## src/rtl/add16_share_sched.sv

```systemverilog
// Round-robin scheduler sharing one external 16-bit adder; optional error monitor under ADD16_ERRMON_EN.
// Latency: two cycles from grant to res_valid; one operation per cycle while res_ready=1.
// Backpressure: res_ready=0 holds stage 2, then stage 1; grants stop while both stages are full.
module add16_share_sched #(
    parameter int N_REQ = 4,
    parameter int ID_W  = 2
) (
    input  logic                  clk,
    input  logic                  rst,
    input  logic [N_REQ-1:0]      req_valid,
    output logic [N_REQ-1:0]      req_ready,
    input  logic [16*N_REQ-1:0]   req_a,
    input  logic [16*N_REQ-1:0]   req_b,
    output logic [15:0]           add_a,
    output logic [15:0]           add_b,
    input  logic [16:0]           add_o,
    output logic                  res_valid,
    input  logic                  res_ready,
    output logic [16:0]           res_sum,
    output logic [ID_W-1:0]       res_id
`ifdef ADD16_ERRMON_EN
    ,
    input  logic                  err_clr,
    output logic [16:0]           err_max,
    output logic [31:0]           err_cnt
`endif
);

    localparam logic [ID_W:0]   N_REQ_EXT = (ID_W+1)'(N_REQ);
    localparam logic [ID_W-1:0] LAST_ID   = ID_W'(N_REQ - 1);

    logic            s1_v;
    logic [ID_W-1:0] s1_id;
    logic            s2_v;
    logic [ID_W-1:0] rr_ptr;
    logic            s1_free;
    logic            s2_free;
    logic            grant_vld;
    logic [ID_W-1:0] grant_idx;
    logic [ID_W:0]   cand;

    assign s2_free   = !s2_v || res_ready;
    assign s1_free   = !s1_v || s2_free;
    assign res_valid = s2_v;

    // First requester at or after rr_ptr, wrapping modulo N_REQ.
    always_comb begin
        grant_vld = 1'b0;
        grant_idx = '0;
        cand      = '0;
        for (int k = 0; k < N_REQ; k++) begin
            cand = {1'b0, rr_ptr} + (ID_W+1)'(k);
            if (cand >= N_REQ_EXT) begin
                cand = cand - N_REQ_EXT;
            end
            if (!grant_vld && req_valid[cand[ID_W-1:0]]) begin
                grant_vld = 1'b1;
                grant_idx = cand[ID_W-1:0];
            end
        end
        if (rst || !s1_free) begin
            grant_vld = 1'b0;
        end
    end

    always_comb begin
        req_ready = '0;
        if (grant_vld) begin
            req_ready[grant_idx] = 1'b1;
        end
    end

    always_ff @(posedge clk or posedge rst) begin
        if (rst) begin
            s1_v    <= 1'b0;
            s1_id   <= '0;
            s2_v    <= 1'b0;
            rr_ptr  <= '0;
            add_a   <= '0;
            add_b   <= '0;
            res_sum <= '0;
            res_id  <= '0;
        end else begin
            // Operands hold when idle so the shared adder inputs do not toggle.
            if (s1_free) begin
                if (grant_vld) begin
                    add_a  <= req_a[16*grant_idx +: 16];
                    add_b  <= req_b[16*grant_idx +: 16];
                    s1_id  <= grant_idx;
                    s1_v   <= 1'b1;
                    rr_ptr <= (grant_idx == LAST_ID) ? '0 : grant_idx + 1'b1;
                end else begin
                    s1_v <= 1'b0;
                end
            end
            if (s1_v && s2_free) begin
                res_sum <= add_o;
                res_id  <= s1_id;
                s2_v    <= 1'b1;
            end else if (res_ready && s2_v) begin
                s2_v <= 1'b0;
            end
        end
    end

`ifdef ADD16_ERRMON_EN
    logic [16:0] exact_sum;
    logic [16:0] err_abs;

    assign exact_sum = {1'b0, add_a} + {1'b0, add_b};
    assign err_abs   = (exact_sum >= add_o) ? exact_sum - add_o : add_o - exact_sum;

    always_ff @(posedge clk or posedge rst) begin
        if (rst) begin
            err_max <= '0;
            err_cnt <= '0;
        end else if (err_clr) begin
            err_max <= '0;
            err_cnt <= '0;
        end else if (s1_v && s2_free) begin
            if (err_abs > err_max) begin
                err_max <= err_abs;
            end
            if (err_abs != '0 && err_cnt != 32'hFFFF_FFFF) begin
                err_cnt <= err_cnt + 32'd1;
            end
        end
    end
`endif

endmodule
```

## config.mk

```make
export PLATFORM = sky130hd
export DESIGN_NAME = add16_share_sched
export DESIGN_NICKNAME = d
export VERILOG_FILES = /design/src/rtl/add16_share_sched.sv
export SDC_FILE = /design/constraint.sdc
export NUM_CORES = 1
export LEC_CHECK = 0
export ABC_AREA = 1
export ABC_CLOCK_PERIOD_IN_PS = 5200
export CAP_MARGIN = 20
export CORE_MARGIN = 2
export CORE_UTILIZATION = 44
export DETAILED_ROUTE_END_ITERATION = 12
export PLACE_DENSITY = 0.9
export SYNTH_ARGS = -nofsm -noshare
export SYNTH_HDL_FRONTEND = slang
export SYNTH_SLANG_ARGS = --single-unit
```

## constraint.sdc

```tcl
create_clock -name clk -period 5.2 [get_ports clk]
set_clock_uncertainty 0.1 [all_clocks]
set_input_delay 0.52 -clock clk [delete_from_list [all_inputs] [get_ports clk]]
set_output_delay 0.52 -clock clk [all_outputs]
set_load 0.01 [all_outputs]
```

==> run_results.csv <==
group,metric,value,unit
logic_synthesis,synth_nets,721,
logic_synthesis,synth.area.top_cells,"dfrtp_1 36%, nand2_1 14%, nand3_1 13%, nand4_1 9.4%, inv_1 8.4%",
drt,drt-total-wl,12800,µm
layout,final_cell_area,0.00623,mm²
global_route,overflow,0,
sta,fmax,227,MHz
critical_path,crit_start,"req_valid[1]",
power_and_ir_drop,pwr-share-clk,12.1,%
sta,layout_min_cycle_time,4.41,ns
logic_synthesis,ys_ff_latch,57,
logic_synthesis,ys.flop_type,"dfrtp_1",
critical_path,cp-start-kind,"input pin",
logic_synthesis,ys_warn_count,0,
drt,drtPass1Iterations,5,
global_route,grt_first_pass_wirelength,20600,µm
logic_synthesis,ys_seq_area_share,35.6,%
status,status,"finished, final reports clean",
clocking,cts_root_buf,"clkbuf_8",
sta,grt_setup_unrepaired,"no",
sta,tightestPinTransition,0.820,ns
sta,finalSetupTns,0,ns
clocking,cts_buffers,9,
die,core_area,0.00876,mm²
clocking,hold_buffers,0,
critical_path,r2r_end,"add_b[8]",
critical_path,worst-endpoint-arrival,3.79,ns
die,dieArea,0.00988,mm²
drt,vias,4529,
logic_synthesis,yosysTopAreaCellShare,35.6,%
critical_path,r2r_slack,1.89,ns
run,max_cap_violations,0,
drt,drcViolationCount,0,
clocking,clk_latency,0.33,ns
die,die_h,99.4,µm
drt,post_drt_wl_per_cell,14.8,µm
power_and_ir_drop,switching_share,47.3,%
logic_synthesis,synth_common_cells,"148 x nand2_1, 101 x nand3_1, 90 x inv_1, 60 x nand4_1, 57 x dfrtp_1",
critical_path,path_max_fanout,42,
sta,setup_violations,0,
clocking,post-cts-setup-buffers,0,
die,io_pins,208,
die,start_util,45.7,%
global_route,antenna_found_initial,0,
critical_path,critPathKind,"input pin to output port",
logic_synthesis,synth_edf_count,0,
sta,timing.final.crit_share,84.7,%
logic_synthesis,synth_most_common_cell,"nand2_1",
power_and_ir_drop,power_density,612,mW/mm²
sta,hold_viol,0,
drt,vias_per_cell,5.24,
critical_path,cp-end-kind,"output port",
clocking,cts_tree,"built",
sta,slew_headroom,45.2,%
place,portBuffers,207,
drt,postRouteAntennaNets,0,
logic_synthesis,async_flop_share,100,%
place,gp_congestion,0.864,
logic_synthesis,yosysTopAreaCell,"dfrtp_1",
layout,fillers,685,
clocking,clockBufferDepth,2,
logic_synthesis,postSynthCellCount,568,
layout,drive_gt1_share,7.80,%
drt,initialDrtViolationCount,221,
min_path,worstHoldPathType,"register to register",
layout,n_antenna_cell,0,
global_route,grt_max_degree,62,
power_and_ir_drop,power.switching,1.80,mW
power_and_ir_drop,power_frac_seq,21.4,%
clocking,cts_sinks,57,
place,hpwl,9460,µm
critical_path,required,4.58,ns
layout,finalCoreUtilization,71.1,%
power_and_ir_drop,p_comb_share,66.6,%
layout,fin_nets,904,
critical_path,reg2reg_from,"rr_ptr[0]",
clocking,ctsResizeCount,0,
logic_synthesis,syn-mean-instance-area,7.05,µm²
clocking,cts_max_level,3,
sta,holdWs,0.396,ns
critical_path,endpoint,"req_ready[0]",
sta,drv_slew,0,
critical_path,r2r_cells,11,
die,die_w,99.4,µm
place,postPlaceCellArea,0.00600,mm²
power_and_ir_drop,p_int,2.01,mW
clocking,clk_pin_slew_worst_paths,0.06,ns
global_route,grt.total_usage,25.9,%
power_and_ir_drop,cellLeakagePower,3.05,nW
die,placementRows,34,
global_route,grt_pass1_vias,4388,
layout,area_delta_synth_final,55.5,%
logic_synthesis,yosysUniqueCellTypes,30,
logic_synthesis,syn_area,0.00401,mm²
power_and_ir_drop,peakVddDrop,0.379,mV
-- layout by cell type (no fill, tap or decap), types with 2 or more instances in the layout --
cell type,instances
inv_2,4
clkdlybuf4s50_1,207
mux2_2,18
clkbuf_8,14
nand2_2,3
buf_4,4
nor2_8,2
nand3_2,4
inv_1,89
nand2_4,2
nor2_2,2
o21ai_0,2
nand2_1,147
nand4_1,60
a21oi_1,3
dfrtp_1,57
nand3_1,100
nor2_1,25
-- worst max-delay path, stage by stage --
cell and delay (ns):
clkdlybuf4s50_1 0.47, inv_1 0.06, nand2_1 0.11, nand3_2 0.14
nand2_1 0.12, nor2_2 0.06, nand3_2 0.44, nand2_4 0.43
inv_4 0.49, nand2_4 0.14, nor2_2 0.21, clkdlybuf4s50_1 0.57
-- layer usage --
metal | global-route usage (%) | part of all wire (%) | vias up
met4 | 8.32 | 1.9 | 0
met5 | 0 | 0 | -
met1 | 30.7 | 38 | 2064
met3 | 6.11 | 8.5 | 28
met2 | 46.2 | 52 | 231
li1 | - | - | 2206
-- how the worst min path moves through the flow --
stage / slack, ns / depth (start not counted) / startpoint / endpoint
floorplan: 0.36 / 1 / s1_id[0] / s1_id[0]
global placement: 0.37 / 2 / res_id[1] / res_id[1]
detailed placement: 0.38 / 2 / add_a[12] / add_a[12]
CTS: 0.40 / 2 / add_a[0] / add_a[0]
global route: 0.43 / 1 / res_sum[3] / res_sum[3]
finish: 0.40 / 2 / add_a[0] / add_a[0]
-- final cells by class --
type	instances	area [µm²]	share of cell area (%)
Timing Repair Buffer	211	2100	33.7
Inverter	95	364	5.84
Sequential cell	57	1430	22.9
Multi-Input combinational cell	377	1980	31.7
Clock inverter	1	30.0	0.482
Tap cell	108	135	2.17
Clock buffer	15	196	3.15
-- cells by family after synthesis --
| kind of cell | after synthesis | share of synthesized area, % |
|---|---|---|
| AO/OA/AOI/OAI | 9 | 1.62 |
| adder cells (fa/ha/maj) | 1 | 0.312 |
| buffers and inverters | 134 | 15.3 |
| flip-flops | 57 | 35.6 |
| multiplexers | 18 | 5.06 |
| AND/OR/NAND/NOR | 349 | 42.1 |
-- power groups by stage --
stage                     Sequential (mW)  Clock [mW]  Combinational [mW]
after CTS                           0.813       0.463                2.54
after global placement              0.804           0                2.44
after global routing                0.842       0.486                2.82
final                               0.813       0.459                2.54
after floorplan                     0.884           0                1.66
after detailed placement            0.819           0                2.53
-- metrics by stage --
stage                     instances  total power [mW]  setup WS (ns)
after CTS                       864              3.81          0.832
final                           864              3.81          0.793
after global placement          848              3.25          0.984
after global routing            864              4.14          0.479
after detailed placement        848              3.34          0.837
after floorplan                 568              2.55           2.00
-- state kept, by name, summed over array words and instances (netlist names) --
name and count:
add_a 16, add_b 16, res_id 2, res_sum 17
res_valid 1, rr_ptr 2, s1_id 2, s1_v 1
Note: power is estimated with default switching activity, not from simulation.
